`config.mk`:
```
export PLATFORM = sky130hd
export DESIGN_NAME = bip_control_flat
export DESIGN_NICKNAME = d
export VERILOG_FILES = /design/src/rtl/bip_control_if.sv /design/src/rtl/bip_control.sv /design/src/flat_wrapper.sv
export SDC_FILE = /design/constraint.sdc
export NUM_CORES = 1
export LEC_CHECK = 0
export CORE_AREA = 2 2 88 65
export CTS_CLUSTER_DIAMETER = 50
export DETAILED_ROUTE_END_ITERATION = 16
export DIE_AREA = 0 0 90 67
export PLACE_DENSITY_LB_ADDON = 0.05
export SYNTH_ARGS = -nofsm -noshare
export SYNTH_HDL_FRONTEND = slang
export SYNTH_SLANG_ARGS = --single-unit
```
`constraint.sdc`:
```
create_clock -name clk -period 4.5 [get_ports clk]
set_clock_uncertainty 0.15 [all_clocks]
set_input_delay 0.9 -clock clk [delete_from_list [all_inputs] [get_ports clk]]
set_output_delay 0.9 -clock clk [all_outputs]
set_load 0.005 [all_outputs]
```
`src/rtl/bip_control_if.sv`:
```
// Instruction-fetch and control-strobe bundle between the BIP control unit and its
// program memory / datapath. The control unit takes the slave side.
interface bip_control_if #(
    parameter int len_data = 16,
    parameter int len_addr = 11
) ();
    logic                i_start;
    logic [len_data-1:0] i_instruction;
    logic [len_addr-1:0] o_pc;
    logic [len_addr-1:0] o_operand;
    logic [1:0]          o_sel_a;
    logic                o_sel_b;
    logic                o_op;
    logic                o_wr_acc;
    logic                o_wr_ram;
    logic                o_rd_ram;
    logic                o_halted;
    logic [len_data-1:0] o_cycle_count;

    modport master (
        output i_start, i_instruction,
        input  o_pc, o_operand, o_sel_a, o_sel_b, o_op,
        input  o_wr_acc, o_wr_ram, o_rd_ram, o_halted, o_cycle_count
    );

    modport slave (
        input  i_start, i_instruction,
        output o_pc, o_operand, o_sel_a, o_sel_b, o_op,
        output o_wr_acc, o_wr_ram, o_rd_ram, o_halted, o_cycle_count
    );
endinterface

```
`src/rtl/bip_control.sv`:
```
// BIP control unit: program counter, opcode decode into datapath strobes,
// IDLE/RUN/HALT sequencing and a saturating count of cycles spent in RUN.
module bip_control #(
    parameter int len_data   = 16,
    parameter int len_addr   = 11,
    parameter int len_opcode = 5
) (
    input  logic             clk,
    input  logic             reset,
    bip_control_if.slave     bus
);
    typedef enum logic [1:0] {
        IDLE = 2'd0,
        RUN  = 2'd1,
        HALT = 2'd2
    } state_t;

    localparam logic [len_opcode-1:0] OP_HLT  = 5'b00000;
    localparam logic [len_opcode-1:0] OP_STO  = 5'b00001;
    localparam logic [len_opcode-1:0] OP_LD   = 5'b00010;
    localparam logic [len_opcode-1:0] OP_LDI  = 5'b00011;
    localparam logic [len_opcode-1:0] OP_ADD  = 5'b00100;
    localparam logic [len_opcode-1:0] OP_ADDI = 5'b00101;
    localparam logic [len_opcode-1:0] OP_SUB  = 5'b00110;
    localparam logic [len_opcode-1:0] OP_SUBI = 5'b00111;

    state_t              state_q, state_d;
    logic [len_addr-1:0] pc_q, pc_d;
    logic [len_data-1:0] count_q, count_d;

    logic [len_opcode-1:0] opcode;
    logic [1:0]            sel_a;
    logic                  sel_b, op, wr_acc, wr_ram, rd_ram;

    assign opcode = bus.i_instruction[len_data-1 -: len_opcode];

    always_ff @(posedge clk or negedge reset) begin
        if (!reset) begin
            state_q <= IDLE;
            pc_q    <= '0;
            count_q <= '0;
        end else begin
            state_q <= state_d;
            pc_q    <= pc_d;
            count_q <= count_d;
        end
    end

    always_comb begin
        state_d = state_q;
        pc_d    = pc_q;
        count_d = count_q;
        sel_a   = 2'b00;
        sel_b   = 1'b0;
        op      = 1'b0;
        wr_acc  = 1'b0;
        wr_ram  = 1'b0;
        rd_ram  = 1'b0;
        case (state_q)
            IDLE: begin
                if (bus.i_start) state_d = RUN;
            end
            RUN: begin
                // Every RUN cycle counts, HLT included; the counter sticks at all-ones.
                if (count_q != '1) count_d = count_q + 1'b1;
                if (opcode == OP_HLT) begin
                    state_d = HALT;
                end else begin
                    pc_d = pc_q + 1'b1;
                    case (opcode)
                        OP_STO:  wr_ram = 1'b1;
                        OP_LD:   begin rd_ram = 1'b1; wr_acc = 1'b1; end
                        OP_LDI:  begin sel_a = 2'b01; wr_acc = 1'b1; end
                        OP_ADD:  begin rd_ram = 1'b1; sel_a = 2'b10; wr_acc = 1'b1; end
                        OP_ADDI: begin sel_b = 1'b1; sel_a = 2'b10; wr_acc = 1'b1; end
                        OP_SUB:  begin rd_ram = 1'b1; sel_a = 2'b10; op = 1'b1; wr_acc = 1'b1; end
                        OP_SUBI: begin sel_b = 1'b1; sel_a = 2'b10; op = 1'b1; wr_acc = 1'b1; end
                        default: ;
                    endcase
                end
            end
            HALT: ;
            default: state_d = IDLE;
        endcase
    end

    assign bus.o_pc          = pc_q;
    assign bus.o_operand     = bus.i_instruction[len_addr-1:0];
    assign bus.o_sel_a       = sel_a;
    assign bus.o_sel_b       = sel_b;
    assign bus.o_op          = op;
    assign bus.o_wr_acc      = wr_acc;
    assign bus.o_wr_ram      = wr_ram;
    assign bus.o_rd_ram      = rd_ram;
    assign bus.o_halted      = (state_q == HALT);
    assign bus.o_cycle_count = count_q;
endmodule

```
`src/flat_wrapper.sv`:
```
// flat-port wrapper written by rule: the top's interface ports become plain ports
module bip_control_flat 
#(
    parameter int len_data   = 16,
    parameter int len_addr   = 11,
    parameter int len_opcode = 5
)
  (clk, reset, bus_i_start, bus_i_instruction, bus_o_pc, bus_o_operand, bus_o_sel_a, bus_o_sel_b, bus_o_op, bus_o_wr_acc, bus_o_wr_ram, bus_o_rd_ram, bus_o_halted, bus_o_cycle_count);
  bip_control_if #(.len_data(len_data), .len_addr(len_addr)) bus_i ();
  input  logic clk;
  input  logic reset;
  input wire logic [$bits(bus_i.i_start)-1:0] bus_i_start;
  input wire logic [$bits(bus_i.i_instruction)-1:0] bus_i_instruction;
  output wire logic [$bits(bus_i.o_pc)-1:0] bus_o_pc;
  output wire logic [$bits(bus_i.o_operand)-1:0] bus_o_operand;
  output wire logic [$bits(bus_i.o_sel_a)-1:0] bus_o_sel_a;
  output wire logic [$bits(bus_i.o_sel_b)-1:0] bus_o_sel_b;
  output wire logic [$bits(bus_i.o_op)-1:0] bus_o_op;
  output wire logic [$bits(bus_i.o_wr_acc)-1:0] bus_o_wr_acc;
  output wire logic [$bits(bus_i.o_wr_ram)-1:0] bus_o_wr_ram;
  output wire logic [$bits(bus_i.o_rd_ram)-1:0] bus_o_rd_ram;
  output wire logic [$bits(bus_i.o_halted)-1:0] bus_o_halted;
  output wire logic [$bits(bus_i.o_cycle_count)-1:0] bus_o_cycle_count;
  assign bus_i.i_start = bus_i_start;
  assign bus_i.i_instruction = bus_i_instruction;
  assign bus_o_pc = bus_i.o_pc;
  assign bus_o_operand = bus_i.o_operand;
  assign bus_o_sel_a = bus_i.o_sel_a;
  assign bus_o_sel_b = bus_i.o_sel_b;
  assign bus_o_op = bus_i.o_op;
  assign bus_o_wr_acc = bus_i.o_wr_acc;
  assign bus_o_wr_ram = bus_i.o_wr_ram;
  assign bus_o_rd_ram = bus_i.o_rd_ram;
  assign bus_o_halted = bus_i.o_halted;
  assign bus_o_cycle_count = bus_i.o_cycle_count;
  bip_control #(.len_data(len_data), .len_addr(len_addr), .len_opcode(len_opcode)) u_core (.clk(clk), .reset(reset), .bus(bus_i));
endmodule
```
# Word level (Yosys, flattened, before mapping)
# Index checks and enable logic that the tools add are counted.
# word_totals
register_bits,29
latch_bits,0
ramBits,0
romBits,0
input_bits,19
output_inout_bits,46
elab_cells,50
n_memories,0
# classes
add_sub_neg,2
mul,0
n_div,0
order_cmp,0
n_eq_ne,12
n_shift,0
n_mux,21
bitwise,2
reduce_logical,10
# ops
op,count
"5-bit by 3-bit == test with 1-bit output, second input constant",4
"16-bit by 1-bit adder with 16-bit output, second input constant",1
"16-bit inequality test, second input constant",1
1-bit 2-to-1 mux,15
"11-bit by 1-bit adder with 11-bit output, second input constant",1
"5-bit by 2-bit == test with 1-bit output, second input constant",2
2-bit 2-to-1 mux,4
2-bit case mux with 3 select lines,1
6-bit OR reduction,1
"5-bit by 1-bit == test with 1-bit output, second input constant",1
5-bit zero test,1
2-bit case mux with 2 select lines,1
2-bit AND reduction,2
2-bit OR reduction,2
4-bit OR reduction,1
3-bit AND reduction,1
3-bit OR reduction,1
"2-bit by 1-bit == test with 1-bit output, second input constant",1
"2-bit == test, second input constant",1
2-bit zero test,1
"2-bit by 1-bit inequality test with 1-bit output, second input constant",1
"2-bit inequality test, second input constant",1
1-bit inverter,2

# Longest topological paths before layout
# Gate-level depths: netlist (run 1).
# depth
word_depth,5
ltp_mapped,6

# Worst setup path after synthesis (run 1)
# Ideal clock, no wire load.
# synth_path
path_type,input-to-output
start,in bus_i_instruction[14]
end,out bus_o_sel_a[0]
arrival_time_ns,1.534
setup_slack_ns,1.916
stages,3
path_cell_list,nor3_1 -> nand2_1 -> nor3b_1
# synth_between
elab_chain_len,5
# synth_lines
element,line,source
from (decl),flat_wrapper.sv:13,input wire logic [$bits(bus_i.i_instruction)-1:0] bus_i_instruction;
5-bit by 3-bit == test with 1-bit output,bip_control.sv:70,case (opcode)
4-bit OR reduction (no line),n/a,
2-bit case mux with 2 select lines,bip_control.sv:70,
2-bit 2-to-1 mux (*),bip_control.sv:66,if (opcode == OP_HLT) begin
2-bit 2-to-1 mux (*),bip_control.sv:59,case (state_q)
to (decl),flat_wrapper.sv:16,output wire logic [$bits(bus_i.o_sel_a)-1:0] bus_o_sel_a;
# Mark *: on every way between the ends. The rest lies on a longest branch, timed or not.

# Final worst setup path (run 1)
# Ends and elaborated chain as after synthesis.

==> run metrics, run 1 <==
Clock Path Buffers=2; Req. time, crit path=around 3.5 ns; Synth top area share=47.85%; Post-Place Cells=roughly 250; Critical Path AT=2.64 ns; Routed wire per std cell=13.15 um; via count=1174; CP Launch Type=input port; asr flop ratio synth=100.0%; htree depth=2; Reg clk slew, reported paths=~0.060 ns; PD cells=about 500 nW/um^2; Post-DP HPWL=2540 um; main flop type after synthesis=dfrtp_1; Area contributors post-synth=dfrtp_1 48%, xnor2_1 7.5%, buf_4 5.4%, xor2_1 4.6%, nand2_1 3.2%; syn_nets=165; Post-Syn Area=1516 sq um; worst hold slack=0.3180 ns; RSZ-0062 raised after global routing=false; Yosys reg bits=29; Seq/Total Area, Yosys=47.85%; full die area=6030 sq um; P&R area growth vs syn=36.14%; boundary pin count=65; Design Area, Final=2064 sq um; synthesis warning total=0; initial antenna violation count=0; Die W=90 um; Synth top cells by count=29 x dfrtp_1, 13 x nand2_1, 13 x xnor2_1; GRT Util Overall=between 10% and 20%; # diodes=0; Max-slew headroom=53.40%; Initial DRC Count=28; Max Slew Vio Count=0; Final Instance Count excl. Fillers=255; CTS tree=done; Leakage=0.8429 nW; count of nets after finishing=203; outcome=finished clean; largest net degree at the start of global routing=30; post-layout min period=3.690 ns; first-pass GRT wire length=between 5000 and 6000 um; Critical Path Fanout Max=5; post-DR vias/cell=4.604; DRC=0; dpl cell area=1948 sq um; Cell Rows=22; layout cells sized above 1=10.38%; port buffer count=42; cts bufs inserted=5; number of global-route vias before repair=1171; Syn Inst Count=144; number of synthesized flops with an enable pin=0; MaxCap Viol Count=0; post-CTS sizing=0; Antenna Nets Post-Route=0; Starting Density=29.62%; Worst-Margin Slew=0.6926 ns; Hold Buf Count CTS=0; # setup viols final=0; clk_lat worst skew=0.28 ns; routed wire length=3353 um; final hold vios=0; clk sink count=29; most area-hungry cell type in the Yosys netlist=dfrtp_1; Routability Congestion=0.7516; Post-CTS Setup Inserts=0; Syn Area/Cell=10.53 sq um; Root Driver=clkbuf_8; final worst path period share=between 80% and 90%; Setup crit end kind=output pin; most common cell in the synthesized netlist=dfrtp_1; GRT overflow=0; post-synth cell types=36; Worst Hold Class=reg -> reg; core footprint=slightly above 5000 sq um; VDD IR max=between 0.2 and 0.25 mV; fmax=around 270 MHz; drt pass-1 iters=4; CP Class=in -> out; DIE HEIGHT=67 um; TNS Setup=0 ns
metal layers:
metal  track usage (%)  part of all wire (%)  up-vias
li1                  -                     -      573
met1             16.25                    50      563
met2             17.86                    42       24
met3             4.412                   6.4       14
met4             5.000                   1.6        0
met5                 0                     0        -
kinds of logic after synthesis:
group	Yosys count	synth area share [%]
and+or+nand+nor	60	22.77
DFF	29	47.86
xor gates and xnor gates	21	12.13
buffers and inverters	17	6.931
AOI/OAI and AO/OA	12	6.188
muxes	3	2.475
adders and majority gates	2	1.650
placed cells by master, fill, tap and decap left out, types with 2 or more instances in the layout:
cell type,synthesis,final
clkdlybuf4s50_1,0,42
dfrtp_1,29,29
nand2_1,13,13
xnor2_1,13,13
nand3_1,9,9
xor2_1,8,8
clkbuf_8,0,6
nor3_1,5,5
inv_1,5,5
nand4_1,4,4
nor2_1,4,4
nor4_1,4,4
and2_1,3,3
and3_1,3,3
or2_2,3,3
nor2b_1,2,2
or4_4,2,2
o31ai_1,2,2
and4_1,2,2
a21oi_1,2,2
a211oi_1,2,2
mux2_2,2,2
ha_1,2,2
flip-flops by register name (all words and copies together) (netlist names):
signal	cells
u_core.bus.o_pc	11
u_core.bus.o_cycle_count	16
u_core.state_q	2
critical path: stages:
cell and delay [ns]:
clkdlybuf4s50_1 0.42, nor3_1 0.42, nand2_1 0.13, nor3b_1 0.23, clkdlybuf4s50_1 0.54
cell type report:
type                       instances  area [sq um]
fill                             534          3055
sequential                        29         725.7
multi-input combinational         98         685.7
timing repair buffer              43         427.9
tap                               72         90.09
clock buffer                       7         86.33
clock inverter                     1         30.03
inverter                           5         18.77
worst paths after layout:
kind	from	endpoint	slack [ns]	cells after the start
setup / recovery	bus_i_instruction[14]	bus_o_sel_a[0]	0.81	5
hold / removal	u_core.bus.o_pc[10]	u_core.bus.o_pc[10]	0.32	1
setup reg to reg	u_core.state_q[1]	u_core.bus.o_cycle_count[15]	2.41	4
hold reg to reg	u_core.bus.o_pc[10]	u_core.bus.o_pc[10]	0.32	1
max in group asynchronous	reset	u_core.bus.o_cycle_count[3]	3.07	2
min in group asynchronous	reset	u_core.bus.o_cycle_count[9]	0.85	2
power by group:
group          total (mW)  switching (mW)  leakage (nW)  internal [mW]
Clock               0.279          0.0985        0.0585          0.180
Sequential          0.429          0.0964         0.372          0.333
Combinational       0.327           0.116         0.413          0.212
stage by stage:
step	total power [mW]	util (%)	setup slack, ns
final	1.036	40.32	0.8099
after global routing	1.105	40.32	0.6938
after CTS	1.053	40.32	0.8175
after detailed placement	0.7677	38.05	0.8171
after global placement	0.7564	38.05	0.9696
after floorplan	0.5746	-	1.916
Note: power is estimated with default switching activity, not from simulation.
==> run 2: changes to the inputs <==
- clock period: 4.5 -> 3.1 ns (I/O delays scaled with it)
==> run 2 against run 1 <==
Setup slack lost 0.73 ns; global-route usage grew 0.31 points; sequential share of layout area shrank 0.085 points.
==> run metrics, run 2 (synthesized netlist as in run 1, its figures left out) <==
Final Instance Count excl. Fillers=255 (unchanged); via count=1172 (was 1174); CP Class=in -> out (unchanged); Setup WS post-layout=0.07538 ns (was 0.8099 ns); PD cells=727.6 nW/um^2 (was 501.6 nW/um^2); cell repeated most along the worst path=clkdlybuf4s50_1 (unchanged); Worst R2R Path Depth=4 (unchanged); htree depth=2 (unchanged); outcome=finished clean (unchanged); DIE HEIGHT=67 um (unchanged); GR Util met2=18.42% (was 17.86%); Antenna Nets Post-Route=0 (unchanged); layout cells sized above 1=10.93% (was 10.38%); Sw Pwr=0.4532 mW (was 0.3107 mW); met3 Resource Use GR=3.959% (was 4.412%); Hold Buf Count CTS=0 (unchanged); Die W=90 um (unchanged); Tot Pwr=1.506 mW (was 1.036 mW); first-pass GRT wire length=5754 um (was 5692 um); Max-slew headroom=52.88% (was 53.40%); Reg clk slew, reported paths=0.06 ns (about the same); Logic pwr share=31.9% (was 31.6%); fmax=between 300 and 400 MHz; Worst Hold Class=reg -> reg (unchanged); worst setup path end=bus_o_sel_a[0] (unchanged); VDD IR max=0.3149 mV (was 0.2454 mV); clk sink count=29 (unchanged); clk_lat worst skew=0.27 ns (was 0.28 ns); crit-path leading delay family=buffers and inverters (unchanged); FF-to-FF setup slack=1.01 ns (was 2.41 ns); Largest register FFs=16 (unchanged); CTS tree=done (unchanged); Worst path slowest cell=clkdlybuf4s50_1 (unchanged); final hold vios=0 (unchanged); Net Sw Frac=30.10% (was 30.00%); Worst-Margin Slew=0.7004 ns (was 0.6926 ns); Req. time, crit path=2.33 ns (was 3.45 ns); Leakage=0.8436 nW (was 0.8429 nW); P_int=1.053 mW (was 0.7249 mW); post-place setup slack=-0.02124 ns (was 0.8171 ns); port buffer count=42 (unchanged); Routability Congestion=0.7330 (was 0.7516); Setup crit end kind=output pin (unchanged); Final Util=40.42% (was 40.32%); P&R area growth vs syn=36.47% (was 36.14%); post-DR vias/cell=4.596 (was 4.604); full die area=6030 sq um (unchanged); GRT Util Overall=12.48% (was 12.17%); DRC=0 (unchanged); number of global-route vias before repair=1170 (was 1171); commonest non-fill, non-tap cells in the layout=42 x clkdlybuf4s50_1, 29 x dfrtp_1, 13 x nand2_1, 13 x xnor2_1, 9 x nand3_1 (unchanged); commonest non-fill, non-tap cell in the layout=clkdlybuf4s50_1 (unchanged); GRT overflow=0 (unchanged); grt met1 use=16.76% (was 16.25%); count of nets after finishing=203 (unchanged); Max Slew Vio Count=0 (unchanged); RSZ-0062 raised after global routing=false (unchanged); Post-DP HPWL=2598 um (was 2540 um); Critical Path Fanout Max=5 (unchanged); drt pass-1 iters=4 (unchanged); Clock Path Buffers=2 (unchanged); core footprint=5120 sq um (unchanged); CP cell instances=clkdlybuf4s50_1 -> nor3_2 -> nand2_1 -> nor3b_1 -> clkdlybuf4s50_1 (was clkdlybuf4s50_1 -> nor3_1 -> nand2_1 -> nor3b_1 -> clkdlybuf4s50_1); Max stage delay on crit path=0.54 ns (about the same); Cell Rows=22 (unchanged); Root Driver=clkbuf_8 (unchanged); Routed wire per std cell=13.47 um (was 13.15 um); busiest grt layer=met2 (unchanged); post-layout min period=3.025 ns; # diodes=0 (unchanged); Post-Place Cells=247 (unchanged); Critical Path AT=2.25 ns (was 2.64 ns); Starting Density=29.62% (unchanged); final worst path period share=between 90% and 100%; # setup viols final=0 (unchanged); routed wire length=3435 um (was 3353 um); sequential share of power=41.5% (about the same); Critical Path Source=bus_i_instruction[14] (unchanged); initial antenna violation count=0 (unchanged); boundary pin count=65 (unchanged); cts bufs inserted=5 (unchanged); Worst R2R End=u_core.bus.o_cycle_count[15] (unchanged); Initial DRC Count=28 (unchanged); Crit path buffers/inverters=2 (unchanged); CP Launch Type=input port (unchanged); largest net degree at the start of global routing=30 (unchanged); MaxCap Viol Count=0 (unchanged); Worst path depth=5 (unchanged); origin of the critical flop-to-flop path=u_core.state_q[1] (unchanged); Clock Power Share=26.7% (was 26.9%)
## run 2: cell counts in the layout (fill, tap and decap cells not counted)
No cell type changed its count.
## run 2: worst min-delay path by stage
stage | startpoint | end | slack, ns | depth (start not counted)
final | u_core.bus.o_pc[10] | u_core.bus.o_pc[10] | 0.32 | 1
after global routing | u_core.bus.o_pc[10] | u_core.bus.o_pc[10] | 0.34 | 1
after CTS | u_core.bus.o_pc[10] | u_core.bus.o_pc[10] | 0.32 | 1
after detailed placement | u_core.bus.o_pc[10] | u_core.bus.o_pc[10] | 0.31 | 1
after global placement | u_core.bus.o_pc[10] | u_core.bus.o_pc[10] | 0.31 | 1
after floorplan | reset | u_core.bus.o_cycle_count[0] | 0.17 | 0
## run 2: final cells by class
| class | count | area, sq um |
|---|---|---|
| inverters | 5 | 18.77 |
| multi-input cells | 98 | 690.7 |
| fillers | 510 | 3050 |
| repair buffers | 43 | 427.9 |
| clock inverters | 1 | 30.03 |
| well taps | 72 | 90.09 |
| clock buffers | 7 | 86.33 |
| flip-flops and latches | 29 | 725.7 |
## run 2: metrics by stage
stage,instance area (sq um),TNS [ns],hold slack (ns)
finish,2069,0,0.3172
global route,2069,0,0.3409
detailed placement,1948,-0.02124,0.3116
global placement,1948,0,0.3102
CTS,2069,0,0.3247
floorplan,1516,0,0.1744
## run 2: per-layer routing
layer | share of wire (%) | up-vias | wire, um
met1 | 50 | 548 | 1734
met4 | 1.7 | 0 | 60
met2 | 42 | 35 | 1436
met3 | 5.9 | 12 | 203
met5 | 0 | - | 0
li1 | - | 577 | -
## run 2: power groups by stage
stage	clock [mW]	combinational, mW	sequential (mW)
3_5_place_dp	0	0.484	0.631
6_report	0.402	0.480	0.625
2_1_floorplan	0	0.223	0.611
5_1_grt	0.434	0.530	0.647
3_3_place_gp	0	0.474	0.623
4_1_cts	0.416	0.488	0.627
## run 2: worst register-to-register path, delay by kind of cell, from the launching register on
| family | cells | cell delay [ns] |
|---|---|---|
| multiplexers | 1 | 0.35 |
| flip-flops | 1 | 0.41 |
| AND/OR/NAND/NOR | 3 | 1.08 |
## run 2: timing repair
| action | 4_1_cts | 5_1_grt |
|---|---|---|
| endpoints found under the setup margin | 1 | 0 |
| buffers inserted | 0 | 0 |
| resized for setup | 1 | 0 |
==> run 3: changes to the inputs <==
--- a/config.mk
+++ b/config.mk
@@ -15 +15,2 @@
 export SYNTH_SLANG_ARGS = --single-unit
+export TNS_END_PERCENT = 30
--- a/constraint.sdc
+++ b/constraint.sdc
@@ -4,2 +4,2 @@
 set_output_delay 0.62 -clock clk [all_outputs]
-set_load 0.005 [all_outputs]
+set_load 0.05 [all_outputs]
==> run 3 against run 2 <==
Power increased by 17%; clock-buffer cell count decreased by 1; hold slack improved by 0.0085 ns; critical path type unchanged; largest cell class unchanged.
==> run metrics, run 3 (synthesized netlist as in run 1, its figures left out) <==
drt pass-1 iters=4 (unchanged); Starting Density=29.62% (unchanged); cts bufs inserted=5 (unchanged); full die area=6030 sq um (unchanged); number of global-route vias before repair=1271 (was 1170); port buffer count=42 (unchanged); Worst-Margin Slew=0.8274 ns (was 0.7004 ns); Crit path buffers/inverters=2 (unchanged); TNS Setup=0 ns (unchanged); largest net degree at the start of global routing=30 (unchanged); PD cells=841.1 nW/um^2 (was 727.6 nW/um^2); final worst path period share=95.28% (was 97.57%); DRC=0 (unchanged); Largest register FFs=16 (unchanged); Setup WS post-layout=0.1463 ns (was 0.07538 ns); # diodes=0 (unchanged); Initial DRC Count=61 (was 28); Critical Path AT=2.18 ns (was 2.25 ns); Post-DP HPWL=2639 um (was 2598 um); post-layout min period=2.954 ns (was 3.025 ns); MaxCap Viol Count=0 (unchanged); Hold Buf Count CTS=0 (unchanged); initial antenna violation count=0 (unchanged); post-place setup slack=0.1669 ns (was -0.02124 ns); Routed wire per std cell=13.93 um (was 13.47 um); first-pass GRT wire length=5982 um (was 5754 um); fmax=338.6 MHz (was 330.6 MHz); post-CTS sizing=0 (was 1); core footprint=5120 sq um (unchanged); Max stage delay on crit path=0.43 ns (was 0.54 ns); CP Class=in -> out (unchanged); commonest non-fill, non-tap cells in the layout=35 x clkdlybuf4s50_1, 29 x dfrtp_1, 13 x nand2_1, 13 x xnor2_1, 9 x nand3_1 (was 42 x clkdlybuf4s50_1, 29 x dfrtp_1, 13 x nand2_1, 13 x xnor2_1, 9 x nand3_1); HP Start=u_core.bus.o_pc[10] (unchanged); Die W=90 um (unchanged); via count=1205 (was 1172); clk_lat worst skew=0.28 ns (was 0.27 ns); crit-path leading delay family=simple AND/OR/NAND/NOR gates (was buffers and inverters); Hold Path Sink=u_core.bus.o_pc[10] (unchanged); Worst R2R End=u_core.bus.o_cycle_count[15] (unchanged); # setup viols final=0 (unchanged); RSZ-0062 raised after global routing=false (unchanged); Worst Hold Class=reg -> reg (unchanged); Leakage=0.8633 nW (was 0.8436 nW); boundary pin count=65 (unchanged); layout cells sized above 1=14.21% (was 10.93%); Final Instance Count excl. Fillers=255 (unchanged); Worst R2R Path Depth=4 (unchanged); clk sink count=29 (unchanged); CP Launch Type=input port (unchanged); DIE HEIGHT=67 um (unchanged); Max Slew Vio Count=0 (unchanged); P&R area growth vs syn=38.53% (was 36.47%); count of nets after finishing=203 (unchanged); origin of the critical flop-to-flop path=u_core.state_q[1] (unchanged); Clock Path Buffers=2 (unchanged); CTS tree=done (unchanged); Root Driver=clkbuf_8 (unchanged); htree depth=2 (unchanged); Antenna Nets Post-Route=0 (unchanged); Routability Congestion=0.7379 (was 0.7330); FF-to-FF setup slack=1.01 ns (about the same); Worst path slowest cell=clkdlybuf4s50_1 (unchanged); hold path cells=1 (unchanged); Req. time, crit path=2.33 ns (about the same); GRT Util Overall=12.79% (was 12.48%); CP cell instances=clkdlybuf4s50_1 -> nor3_1 -> nand2_1 -> nor3b_1 -> buf_12 (was clkdlybuf4s50_1 -> nor3_2 -> nand2_1 -> nor3b_1 -> clkdlybuf4s50_1); outcome=finished clean (unchanged); Reg clk slew, reported paths=0.06 ns (about the same); final hold vios=0 (unchanged); VDD IR max=0.4202 mV (was 0.3149 mV); routed wire length=3552 um (was 3435 um); Critical Path Fanout Max=5 (unchanged); post-DR vias/cell=4.725 (was 4.596); Post-CTS Setup Inserts=0 (unchanged); commonest non-fill, non-tap cell in the layout=clkdlybuf4s50_1 (unchanged); Post-Place Cells=247 (unchanged); Setup crit end kind=output pin (unchanged); GRT overflow=0 (unchanged); Cell Rows=22 (unchanged); Max-slew headroom=44.33% (was 52.88%)
## run 3: worst max path at each step
stage                           from        endpoint  depth (start not counted)
3_3_place_gp   bus_i_instruction[14]  bus_o_sel_a[0]                          5
5_1_grt        bus_i_instruction[14]  bus_o_sel_a[0]                          5
6_report       bus_i_instruction[14]  bus_o_sel_a[0]                          5
4_1_cts        bus_i_instruction[14]  bus_o_sel_a[0]                          5
2_1_floorplan  bus_i_instruction[14]  bus_o_sel_a[0]                          3
3_5_place_dp   bus_i_instruction[14]  bus_o_sel_a[0]                          5
## run 3: layer usage
layer / global-route usage [%] / wire (um)
met1: 17.41 / 1742
met2: 18.70 / 1519
met3: 4.072 / 233
met4: 5.385 / 57
met5: 0 / 0
## run 3: final cells by class
class	count	area, sq um
Clock buffer	6	72.57
Clock inverter	2	10.01
Fill cell	532	3019
Inverter	5	18.77
Multi-Input combinational cell	98	685.7
Sequential cell	29	725.7
Tap cell	72	90.09
Timing Repair Buffer	43	498.0
## run 3: through the flow
step / utilization (%) / hold WS, ns / power [mW] / cell area (sq um)
after floorplan: - / 0.1744 / 1.210 / 1516
after global placement: 39.42 / 0.3101 / 1.464 / 2018
after detailed placement: 39.42 / 0.3203 / 1.482 / 2018
after CTS: 41.03 / 0.3334 / 1.790 / 2101
after global routing: 41.03 / 0.3494 / 1.864 / 2101
final: 41.03 / 0.3257 / 1.767 / 2101
## run 3: power breakdown
part | internal [mW] | leakage, nW | switching (mW)
clock | 0.155 | 0.0450 | 0.141
combinational | 0.314 | 0.447 | 0.533
sequential | 0.483 | 0.372 | 0.139
